`config.mk`:
```
export PLATFORM = sky130hd
export DESIGN_NAME = sprite_mover
export DESIGN_NICKNAME = d
export VERILOG_FILES = /design/src/rtl/sprite_mover_pkg.sv /design/src/rtl/sprite_mover_rect_scanner.sv /design/src/rtl/sprite_mover.sv
export SDC_FILE = /design/constraint.sdc
export NUM_CORES = 1
export LEC_CHECK = 0
export ABC_CLOCK_PERIOD_IN_PS = 7600
export BUFFER_PORTS_ARGS = -buffer_cell sky130_fd_sc_hd__buf_2
export CAP_MARGIN = 15
export CORE_MARGIN = 8
export CORE_UTILIZATION = 50
export DETAILED_ROUTE_END_ITERATION = 10
export GPL_TIMING_DRIVEN = 0
export PLACE_DENSITY = 0.69
export SLEW_MARGIN = 20
export SYNTH_ARGS = -nofsm -noshare
export SYNTH_HDL_FRONTEND = slang
export SYNTH_SLANG_ARGS = --single-unit
```
`constraint.sdc`:
```
create_clock -name clk -period 7.6 [get_ports clk]
set_clock_uncertainty 0.1 [all_clocks]
set_input_delay 0 -clock clk [delete_from_list [all_inputs] [get_ports clk]]
set_output_delay 0 -clock clk [all_outputs]
set_load 0.01 [all_outputs]
```
`src/rtl/sprite_mover_pkg.sv`:
```
// rtl/sprite_mover_pkg.sv - shared state, direction and colour definitions for the sprite mover
package sprite_mover_pkg;

   typedef enum logic [2:0] {
      ST_IDLE,
      ST_CLEAR,
      ST_DRAW,
      ST_READY,
      ST_ERASE
   } state_t;

   typedef enum logic [1:0] {
      DIR_LEFT,
      DIR_RIGHT,
      DIR_UP,
      DIR_DOWN
   } dir_t;

   localparam int DEF_BG_COLOUR     = 0;
   localparam int DEF_TRANSP_COLOUR = 7;

endpackage

```
`src/rtl/sprite_mover_rect_scanner.sv`:
```
// rtl/sprite_mover_rect_scanner.sv - row-major raster walker over a rectangle at a given origin
module sprite_mover_rect_scanner #(
   parameter int X_W = 8,
   parameter int Y_W = 7,
   parameter int I_W = 7
) (
   input  logic           clk,
   input  logic           reset,
   input  logic           clear,
   input  logic           advance,
   input  logic [X_W-1:0] org_x,
   input  logic [Y_W-1:0] org_y,
   input  logic [X_W-1:0] last_col,
   input  logic [Y_W-1:0] last_row,
   output logic [X_W-1:0] x,
   output logic [Y_W-1:0] y,
   output logic [I_W-1:0] index,
   output logic           last
);

   logic [X_W-1:0] col;
   logic [Y_W-1:0] row;

   // index only addresses sprite-sized areas; it wraps harmlessly during a full-screen walk
   always_ff @(posedge clk) begin
      if (!reset || clear) begin
         col   <= '0;
         row   <= '0;
         index <= '0;
      end else if (advance) begin
         index <= index + 1'b1;
         if (col == last_col) begin
            col <= '0;
            row <= row + 1'b1;
         end else begin
            col <= col + 1'b1;
         end
      end
   end

   assign x    = org_x + col;
   assign y    = org_y + row;
   assign last = (col == last_col) && (row == last_row);

endmodule

```
`src/rtl/sprite_mover.sv`:
```
// rtl/sprite_mover.sv - sprite engine: screen clear, ROM sprite draw, clamped erase-then-redraw moves
module sprite_mover
   import sprite_mover_pkg::*;
#(
   parameter int SCREEN_W      = 160,
   parameter int SCREEN_H      = 120,
   parameter int X_W           = 8,
   parameter int Y_W           = 7,
   parameter int SPR_W         = 11,
   parameter int SPR_H         = 10,
   parameter int ADDR_W        = 7,
   parameter int X_INIT        = 73,
   parameter int Y_INIT        = 105,
   parameter int STEP          = 5,
   parameter int COL_W         = 3,
   parameter int BG_COLOUR     = DEF_BG_COLOUR,
   parameter int TRANSP_EN     = 0,
   parameter int TRANSP_COLOUR = DEF_TRANSP_COLOUR
) (
   input  logic              clk,
   input  logic              reset,
   input  logic              start,
   input  logic              move_left,
   input  logic              move_right,
   input  logic              move_up,
   input  logic              move_down,
   output logic [ADDR_W-1:0] rom_addr,
   input  logic [COL_W-1:0]  rom_data,
   output logic [X_W-1:0]    x_out,
   output logic [Y_W-1:0]    y_out,
   output logic [COL_W-1:0]  colour_out,
   output logic              plot,
   output logic              busy,
   output logic              done,
   output logic              blocked,
   output logic [X_W-1:0]    pos_x,
   output logic [Y_W-1:0]    pos_y
);

   localparam logic [X_W-1:0] HOME_X   = X_W'(X_INIT);
   localparam logic [Y_W-1:0] HOME_Y   = Y_W'(Y_INIT);
   localparam logic [X_W:0]   STEP_X   = (X_W+1)'(STEP);
   localparam logic [Y_W:0]   STEP_Y   = (Y_W+1)'(STEP);
   localparam logic [X_W:0]   MAX_X    = (X_W+1)'(SCREEN_W - SPR_W);
   localparam logic [Y_W:0]   MAX_Y    = (Y_W+1)'(SCREEN_H - SPR_H);
   localparam logic [COL_W-1:0] BG_C   = COL_W'(BG_COLOUR);
   localparam logic [COL_W-1:0] TR_C   = COL_W'(TRANSP_COLOUR);

   state_t state, state_nxt;
   logic [X_W-1:0] tgt_x, tgt_x_nxt, pos_x_nxt, sc_x, px_x;
   logic [Y_W-1:0] tgt_y, tgt_y_nxt, pos_y_nxt, sc_y, px_y;
   logic [ADDR_W-1:0] sc_index;
   logic sc_clear, sc_adv, sc_last, sc_full;
   logic tail, tail_nxt, px_valid, px_nxt, px_bg, px_bg_nxt, done_nxt, blocked_nxt;
   logic dir_valid;
   dir_t dir;
   logic [X_W:0] pos_xw, right_sum, tx_w;
   logic [Y_W:0] pos_yw, down_sum, ty_w;

   assign sc_full = (state == ST_CLEAR);

   sprite_mover_rect_scanner #(.X_W(X_W), .Y_W(Y_W), .I_W(ADDR_W)) u_scan (
      .clk      (clk),
      .reset    (reset),
      .clear    (sc_clear),
      .advance  (sc_adv),
      .org_x    (sc_full ? '0 : pos_x),
      .org_y    (sc_full ? '0 : pos_y),
      .last_col (sc_full ? X_W'(SCREEN_W - 1) : X_W'(SPR_W - 1)),
      .last_row (sc_full ? Y_W'(SCREEN_H - 1) : Y_W'(SPR_H - 1)),
      .x        (sc_x),
      .y        (sc_y),
      .index    (sc_index),
      .last     (sc_last)
   );

   // Opposing pairs cancel each other before priority is applied
   always_comb begin
      dir_valid = 1'b1;
      dir       = DIR_LEFT;
      if (move_left && !move_right)      dir = DIR_LEFT;
      else if (move_right && !move_left) dir = DIR_RIGHT;
      else if (move_up && !move_down)    dir = DIR_UP;
      else if (move_down && !move_up)    dir = DIR_DOWN;
      else                               dir_valid = 1'b0;
   end

   assign pos_xw    = {1'b0, pos_x};
   assign pos_yw    = {1'b0, pos_y};
   assign right_sum = pos_xw + STEP_X;
   assign down_sum  = pos_yw + STEP_Y;

   always_comb begin
      tx_w = pos_xw;
      ty_w = pos_yw;
      case (dir)
         DIR_LEFT:  tx_w = (pos_xw < STEP_X) ? '0 : pos_xw - STEP_X;
         DIR_RIGHT: tx_w = (right_sum > MAX_X) ? MAX_X : right_sum;
         DIR_UP:    ty_w = (pos_yw < STEP_Y) ? '0 : pos_yw - STEP_Y;
         DIR_DOWN:  ty_w = (down_sum > MAX_Y) ? MAX_Y : down_sum;
         default:   tx_w = pos_xw;
      endcase
   end

   always_comb begin
      state_nxt   = state;
      sc_clear    = 1'b0;
      sc_adv      = 1'b0;
      px_nxt      = 1'b0;
      px_bg_nxt   = 1'b1;
      tail_nxt    = tail;
      done_nxt    = 1'b0;
      blocked_nxt = 1'b0;
      pos_x_nxt   = pos_x;
      pos_y_nxt   = pos_y;
      tgt_x_nxt   = tgt_x;
      tgt_y_nxt   = tgt_y;
      case (state)
         ST_IDLE: if (start) begin
            state_nxt = ST_CLEAR;
            sc_clear  = 1'b1;
            pos_x_nxt = HOME_X;
            pos_y_nxt = HOME_Y;
         end
         ST_CLEAR: begin
            sc_adv = 1'b1;
            px_nxt = 1'b1;
            if (sc_last) begin
               state_nxt = ST_DRAW;
               sc_clear  = 1'b1;
            end
         end
         // One extra tail cycle lets the last ROM pixel leave the pipeline before done
         ST_DRAW: if (!tail) begin
            sc_adv    = 1'b1;
            px_nxt    = 1'b1;
            px_bg_nxt = 1'b0;
            tail_nxt  = sc_last;
         end else begin
            tail_nxt  = 1'b0;
            done_nxt  = 1'b1;
            state_nxt = ST_READY;
         end
         ST_READY: if (dir_valid) begin
            if (tx_w == pos_xw && ty_w == pos_yw) begin
               blocked_nxt = 1'b1;
            end else begin
               tgt_x_nxt = tx_w[X_W-1:0];
               tgt_y_nxt = ty_w[Y_W-1:0];
               state_nxt = ST_ERASE;
               sc_clear  = 1'b1;
            end
         end
         ST_ERASE: begin
            sc_adv = 1'b1;
            px_nxt = 1'b1;
            if (sc_last) begin
               state_nxt = ST_DRAW;
               sc_clear  = 1'b1;
               pos_x_nxt = tgt_x;
               pos_y_nxt = tgt_y;
            end
         end
         default: state_nxt = ST_IDLE;
      endcase
   end

   always_ff @(posedge clk) begin
      if (!reset) begin
         state    <= ST_IDLE;
         tail     <= 1'b0;
         px_valid <= 1'b0;
         px_bg    <= 1'b0;
         px_x     <= '0;
         px_y     <= '0;
         done     <= 1'b0;
         blocked  <= 1'b0;
         pos_x    <= HOME_X;
         pos_y    <= HOME_Y;
         tgt_x    <= HOME_X;
         tgt_y    <= HOME_Y;
      end else begin
         state    <= state_nxt;
         tail     <= tail_nxt;
         px_valid <= px_nxt;
         px_bg    <= px_bg_nxt;
         px_x     <= sc_x;
         px_y     <= sc_y;
         done     <= done_nxt;
         blocked  <= blocked_nxt;
         pos_x    <= pos_x_nxt;
         pos_y    <= pos_y_nxt;
         tgt_x    <= tgt_x_nxt;
         tgt_y    <= tgt_y_nxt;
      end
   end

   assign rom_addr   = (state == ST_DRAW && !tail) ? sc_index : '0;
   assign x_out      = px_x;
   assign y_out      = px_y;
   assign colour_out = px_valid ? (px_bg ? BG_C : rom_data) : '0;
   assign plot       = px_valid && (px_bg || !(TRANSP_EN != 0 && rom_data == TR_C));
   assign busy       = (state != ST_IDLE) && (state != ST_READY);

endmodule

```
# [Word level (Yosys, flattened, before mapping)]
# Index checks and enable logic that the tools add are counted.
# Widths: inputs -> output; s select.
[classes] add_sub_neg=9 n_eq_ne=18 magnitude_cmp=4 n_mux=45 reduce_logical=26 n_bitwise=1
[op_table] op="$mux 8" count=7
[op_table] op="$mux 7" count=5
[op_table] op="$pmux 8 s2" count=2
[op_table] op="$mux 3" count=7
[op_table] op="$mux 9" count=2
[op_table] op="$pmux 9 s2" count=1
[op_table] op="$add 7x1->7 const B" count=2
[op_table] op="$pmux 7 s2" count=1
[op_table] op="$mux 1" count=13
[op_table] op="$pmux 3 s4" count=1
[op_table] op="$ne 2x2->1 const B" count=5
[op_table] op="$add 8x3->9 const B" count=1
[op_table] op="$eq 9x8->1" count=1
[op_table] op="$gt 9x8->1 const B" count=1
[op_table] op="$reduce_and 3->1" count=3
[op_table] op="$sub 8x3->9 const B" count=1
[op_table] op="$add 7x3->8 const B" count=1
[op_table] op="$add 8x1->8 const B" count=1
[op_table] op="$add 8x8->8" count=1
[op_table] op="$eq 8x7->1" count=1
[op_table] op="$eq 8x8->1" count=1
[op_table] op="$gt 8x7->1 const B" count=1
[op_table] op="$logic_and 1x1->1" count=8
[op_table] op="$lt 8x3->1 const B" count=1
[op_table] op="24 further kinds" count=35
[word_totals] ff_bits=75 output_inout_bits=44

# [Longest topological paths before layout]
[logic_depth] word_depth=14 ltp_mapped=14 ltp_nobuf=13

# [Cells and area by module]
# Synthesis repeated with hierarchy kept, for this count alone.
[hier_totals] hier_cells=695 area_unflattened_um2=5367.6
[by_module_without_submodules] module="sprite_mover" cells_per_inst=488 n_inst=1 area_each_um2=3628.5
[by_module_without_submodules] module="sprite_mover_rect_scanner" cells_per_inst=207 n_inst=1 area_each_um2=1739.2

# [Worst setup path after synthesis]
# Ideal clock, no wire load.
[synth_timing] path_kind="reg-to-reg" from="register pos_x[0]" to="register tgt_x[6]" period_less_slack_ns=3.475 path_stages_with_launch=13 t_arrival_ns=3.254 slack_ns=4.125 cell_sequence="dfxtp_1 buf_2 inv_1 ha_1 clkbuf_1 nand2_1 o211ai_1 a211oi_4 a21oi_1 a221o_1 or4_4 o21ai_4 mux2_2"
[synth_between] elab_chain_cells=8
[synth_lines] item="start: declaration" line_no="sprite_mover.sv:36" rtl="output logic [X_W-1:0] pos_x,"
[synth_lines] item="start signal: assignment" line_no="sprite_mover.sv:191" rtl="pos_x <= pos_x_nxt;"
[synth_lines] item="$add 8x3->9" line_no="sprite_mover.sv:90" rtl="assign right_sum = pos_xw + STEP_X;"
[synth_lines] item="$gt 9x8->1" line_no="sprite_mover.sv:98" rtl="DIR_RIGHT: tx_w = (right_sum > MAX_X) ? MAX_X : right_sum;"
[synth_lines] item="$mux 9" line_no="sprite_mover.sv:98"
[synth_lines] item="$pmux 9 s2" line_no="sprite_mover.sv:96" rtl="case (dir)"
[synth_lines] item="$eq 9x8->1" line_no="sprite_mover.sv:145" rtl="if (tx_w == pos_xw && ty_w == pos_yw) begin"
[synth_lines] item="$logic_and 1x1->1" line_no="sprite_mover.sv:145"
[synth_lines] item="$not 1->1 (no source line)"
[synth_lines] item="$reduce_and 3->1 (no source line)"
[synth_lines] item="end signal: assignment" line_no="sprite_mover.sv:193" rtl="tgt_x <= tgt_x_nxt;"
[synth_lines] item="end: declaration" line_no="sprite_mover.sv:50" rtl="logic [X_W-1:0] tgt_x, tgt_x_nxt, pos_x_nxt, sc_x, px_x;"
# Parallel ways exist; a longest one is shown, timed or not.
# A chain may end at the register's enable or synchronous reset.

# [Final worst setup path]
[layout_timing] from="register pos_x[0]" to="register u_scan.row[6]"
[layout_between] elab_chain_cells=10
[layout_lines] item="$add 8x3->9" line_no="sprite_mover.sv:90"
[layout_lines] item="$gt 9x8->1" line_no="sprite_mover.sv:98"
[layout_lines] item="$mux 9" line_no="sprite_mover.sv:98"
[layout_lines] item="$pmux 9 s2" line_no="sprite_mover.sv:96"
[layout_lines] item="$eq 9x8->1 *" line_no="sprite_mover.sv:145"
[layout_lines] item="$logic_and 1x1->1 *" line_no="sprite_mover.sv:145"
[layout_lines] item="$mux 1 *" line_no="sprite_mover.sv:145"
[layout_lines] item="$mux 1 *" line_no="sprite_mover.sv:144" rtl="ST_READY: if (dir_valid) begin"
[layout_lines] item="$pmux 1 s3 *" line_no="sprite_mover.sv:118" rtl="case (state)"
[layout_lines] item="$logic_or 1x1->1 *" line_no="sprite_mover_rect_scanner.sv:26" rtl="if (!reset || clear) begin"
[layout_lines] item="end signal: assignment" line_no="sprite_mover_rect_scanner.sv:34" rtl="row <= row + 1'b1;"
[layout_lines] item="end: declaration" line_no="sprite_mover_rect_scanner.sv:22" rtl="logic [Y_W-1:0] row;"
# Mark *: on every way between the ends. The rest lies on a longest branch, timed or not.

==> metrics.txt <==
result of the run finished, final reports clean; Hold Violations, Final 0; Rows 38; post-CTS setup buffers 0; maximum capacitance violations 0; Sink Count 75; wire length of the first global-routing pass 26700 um; number of enable flip-flop cells after synthesis 0; post-placement setup slack 3.44 ns; Highest Clock Rate 237 MHz; path type of the worst min-delay path input pin to output pin; sum of negative setup slack 0 ns; number of filler cells placed in the layout 1019; Clock transition at path regs 0.07 ns; DRC violation count after routing 0; clock root buffer sky130_fd_sc_hd__clkbuf_8; count of synthesis-stage warnings from yosys 0; pin count of the biggest net entering global routing 13; antenna diode count 0; width of the die 120 um; worst-margin pin slew 0.945 ns; endpoint kind of the worst setup timing path flip-flop; relative slew slack 36.5%; setup repair after global routing missed its margin no; critical path launch point type flip-flop; final-report setup violation count 0; CP arrival 4.38 ns; number of antenna violations at the first check in global routing 0; remaining antenna violation count 0; area of the mapped netlist 5390 um2; maximum fanout encountered on the critical timing path 10; Synth Area per Inst 7.77 um2; Synthesized Nets 729; residual overflow from global routing 0; I/O pin cnt 54; power density of the placed cells 137 nW/um2; number of max-slew violations in the final report 0; number of buffers added by the clock tree synthesis step 9; wirelength, routed 16400 um; share of final-layout standard cells stronger than drive strength 1 14.3%; Std-Cell Core Area 10700 um2; Final WS setup 3.38 ns; overall fraction of global-route tracks in use 22.7%; Req. time, crit path 7.76 ns; Synth top area share 27.9%; minimum period implied by the final worst setup slack 4.22 ns; count of buffers from port buffering 53; RD Place Congestion 0.915; area used by multi-input combinational logic 3580 um2; via density per instance 6.08; Gates resized, CTS repair 0; Synth top cells by count sky130_fd_sc_hd__dfxtp_1, sky130_fd_sc_hd__nand2_1, sky130_fd_sc_hd__nor2_1; H-tree lvl count 3; Starting Density 50.4%; die outline area 14400 um2; number of global-route vias before repair 5210; number of cells produced by synthesis 694; Max IR drop VDD 0.121 mV; FF/Latch Area 1500 um2; placed wire-length estimate after detailed placement 12200 um; top-count cell post-synth sky130_fd_sc_hd__dfxtp_1; routed wire length per instance 18.2 um; Pre-antenna DRT Iters 6; insertion delay to the later sink of the worst-skew pair 0.35 ns; reported leakage power 2.45 nW; number of nets in the finished design 795; clock tree from TritonCTS done; number of distinct standard cells referenced by the synthesized netlist 72; top_reg_cell synth sky130_fd_sc_hd__dfxtp_1; number of DRC markers in iteration 0 571; Area contributors post-synth sky130_fd_sc_hd__dfxtp_1, sky130_fd_sc_hd__ha_1, sky130_fd_sc_hd__nand2_1; Seq cells post-synth 75; number of vias after detailed routing 5490; Critical Setup Path Class flip-flop to flip-flop; portion of the clock cycle consumed by the worst path in the final layout 55.5%; fraction of registers with async set/reset 0%; proportion of synthesized chip area in sequential cells 27.9%; floorplan die height 120 um; clock buffer depth 2; Layout Area Growth over Synthesis 12.0%; Yosys top cell by area sky130_fd_sc_hd__dfxtp_1
==> path summary, 6_finish.rpt <==
| path | startpoint | to | slack [ns] | cells past startpoint |
|---|---|---|---|---|
| worst min register to register | tail$_SDFFE_PN0N_ | done$_SDFF_PN0_ | 0.36 | 2 |
| worst max register to register | pos_x[0]$_SDFFE_PN1P_ | u_scan.row[6]$_SDFFE_PP0P_ | 3.38 | 13 |
| worst max-delay path | pos_x[0]$_SDFFE_PN1P_ | u_scan.row[6]$_SDFFE_PP0P_ | 3.38 | 13 |
| worst min-delay path | rom_data[2] | colour_out[2] | 0.19 | 3 |
==> placed cells by master (no fill, tap or decap), drive strengths merged, types with 4 or more instances in the layout <==
cell and count:
a21boi 11, a21o 7, a21oi 37, a31oi 5, and2 30, and3 4
and4 10, buf 71, clkbuf 38, dfxtp 75, ha 23, inv 24
mux2 6, mux2i 13, nand2 71, nand2b 13, nand3 25, nand3b 6
nand4 10, nor2 45, nor2b 18, nor3 43, nor3b 4, nor4 9
o2111ai 8, o211ai 12, o21ai 41, o21bai 4, o22ai 6, o31ai 5
xnor2 20, xor2 15
==> stage by stage <==
| stage | total power, mW | utilization (%) | hold WS [ns] | area [um2] | cells |
|---|---|---|---|---|---|
| after floorplan | 0.502 | - | 0.0444 | 5390 | 694 |
| after CTS | 0.832 | 56.4 | 0.191 | 6040 | 903 |
| after global placement | 0.543 | 54.5 | 0.187 | 5830 | 887 |
| after detailed placement | 0.544 | 54.5 | 0.191 | 5840 | 887 |
| final | 0.829 | 56.4 | 0.190 | 6040 | 903 |
| after global routing | 0.865 | 56.4 | 0.202 | 6040 | 903 |
==> worst max-delay path: stages (launching register included) <==
cell                        delay, ns
sky130_fd_sc_hd__dfxtp_1         0.43
sky130_fd_sc_hd__buf_2           0.28
sky130_fd_sc_hd__inv_1           0.17
sky130_fd_sc_hd__ha_1            0.31
sky130_fd_sc_hd__clkbuf_1        0.21
sky130_fd_sc_hd__nor2b_1         0.15
sky130_fd_sc_hd__o2bb2ai_1       0.08
sky130_fd_sc_hd__a31oi_1         0.44
sky130_fd_sc_hd__a21oi_1         0.19
sky130_fd_sc_hd__a221o_1         0.37
sky130_fd_sc_hd__nor4_1          0.58
sky130_fd_sc_hd__a21boi_1        0.32
sky130_fd_sc_hd__buf_2           0.29
sky130_fd_sc_hd__nor3_1          0.20
==> routing by layer <==
metal	global-route usage, %	up-vias	part of all wire, %
met4	8.90	0	2.6
met1	30.4	2563	45
li1	-	2628	-
met5	0	-	0
met3	3.85	38	7.8
met2	35.7	261	45
==> sequential cells by signal (all words and copies together), names as in the netlist, 3 cells and up <==
name / cells
pos_x: 8
u_scan.index: 7
tgt_y: 7
u_scan.col: 8
x_out: 8
state: 3
u_scan.row: 7
tgt_x: 8
y_out: 7
pos_y: 7
==> power breakdown <==
group          switching (mW)  total [mW]  internal, mW
clock                   0.144       0.291         0.147
combinational          0.0873       0.133        0.0459
sequential            0.00384       0.404         0.400
==> logic make-up after synthesis <==
group	share of synthesized area [%]
compound gates	21.2
flops	27.9
simple gates	29.7
mux	3.67
fa+ha+maj	6.08
buf+inv	5.76
xor+xnor	5.69
==> repair_timing <==
action	4_1_cts	5_1_grt
endpoints found under the setup margin	0	0
hold endpoints to repair	4	0
hold buffers	2	0
==> final cells by class <==
| cell class | count | share of cell area (%) |
|---|---|---|
| Clock buffer | 9 | 2.05 |
| Sequential cell | 75 | 24.9 |
| Tap cell | 140 | 2.90 |
| Inverter | 24 | 1.49 |
| Timing Repair Buffer | 55 | 4.73 |
| Buffer | 47 | 3.65 |
| Multi-Input combinational cell | 548 | 59.4 |
| Clock inverter | 5 | 0.933 |
No activity file was read; power rests on OpenSTA's default activity.
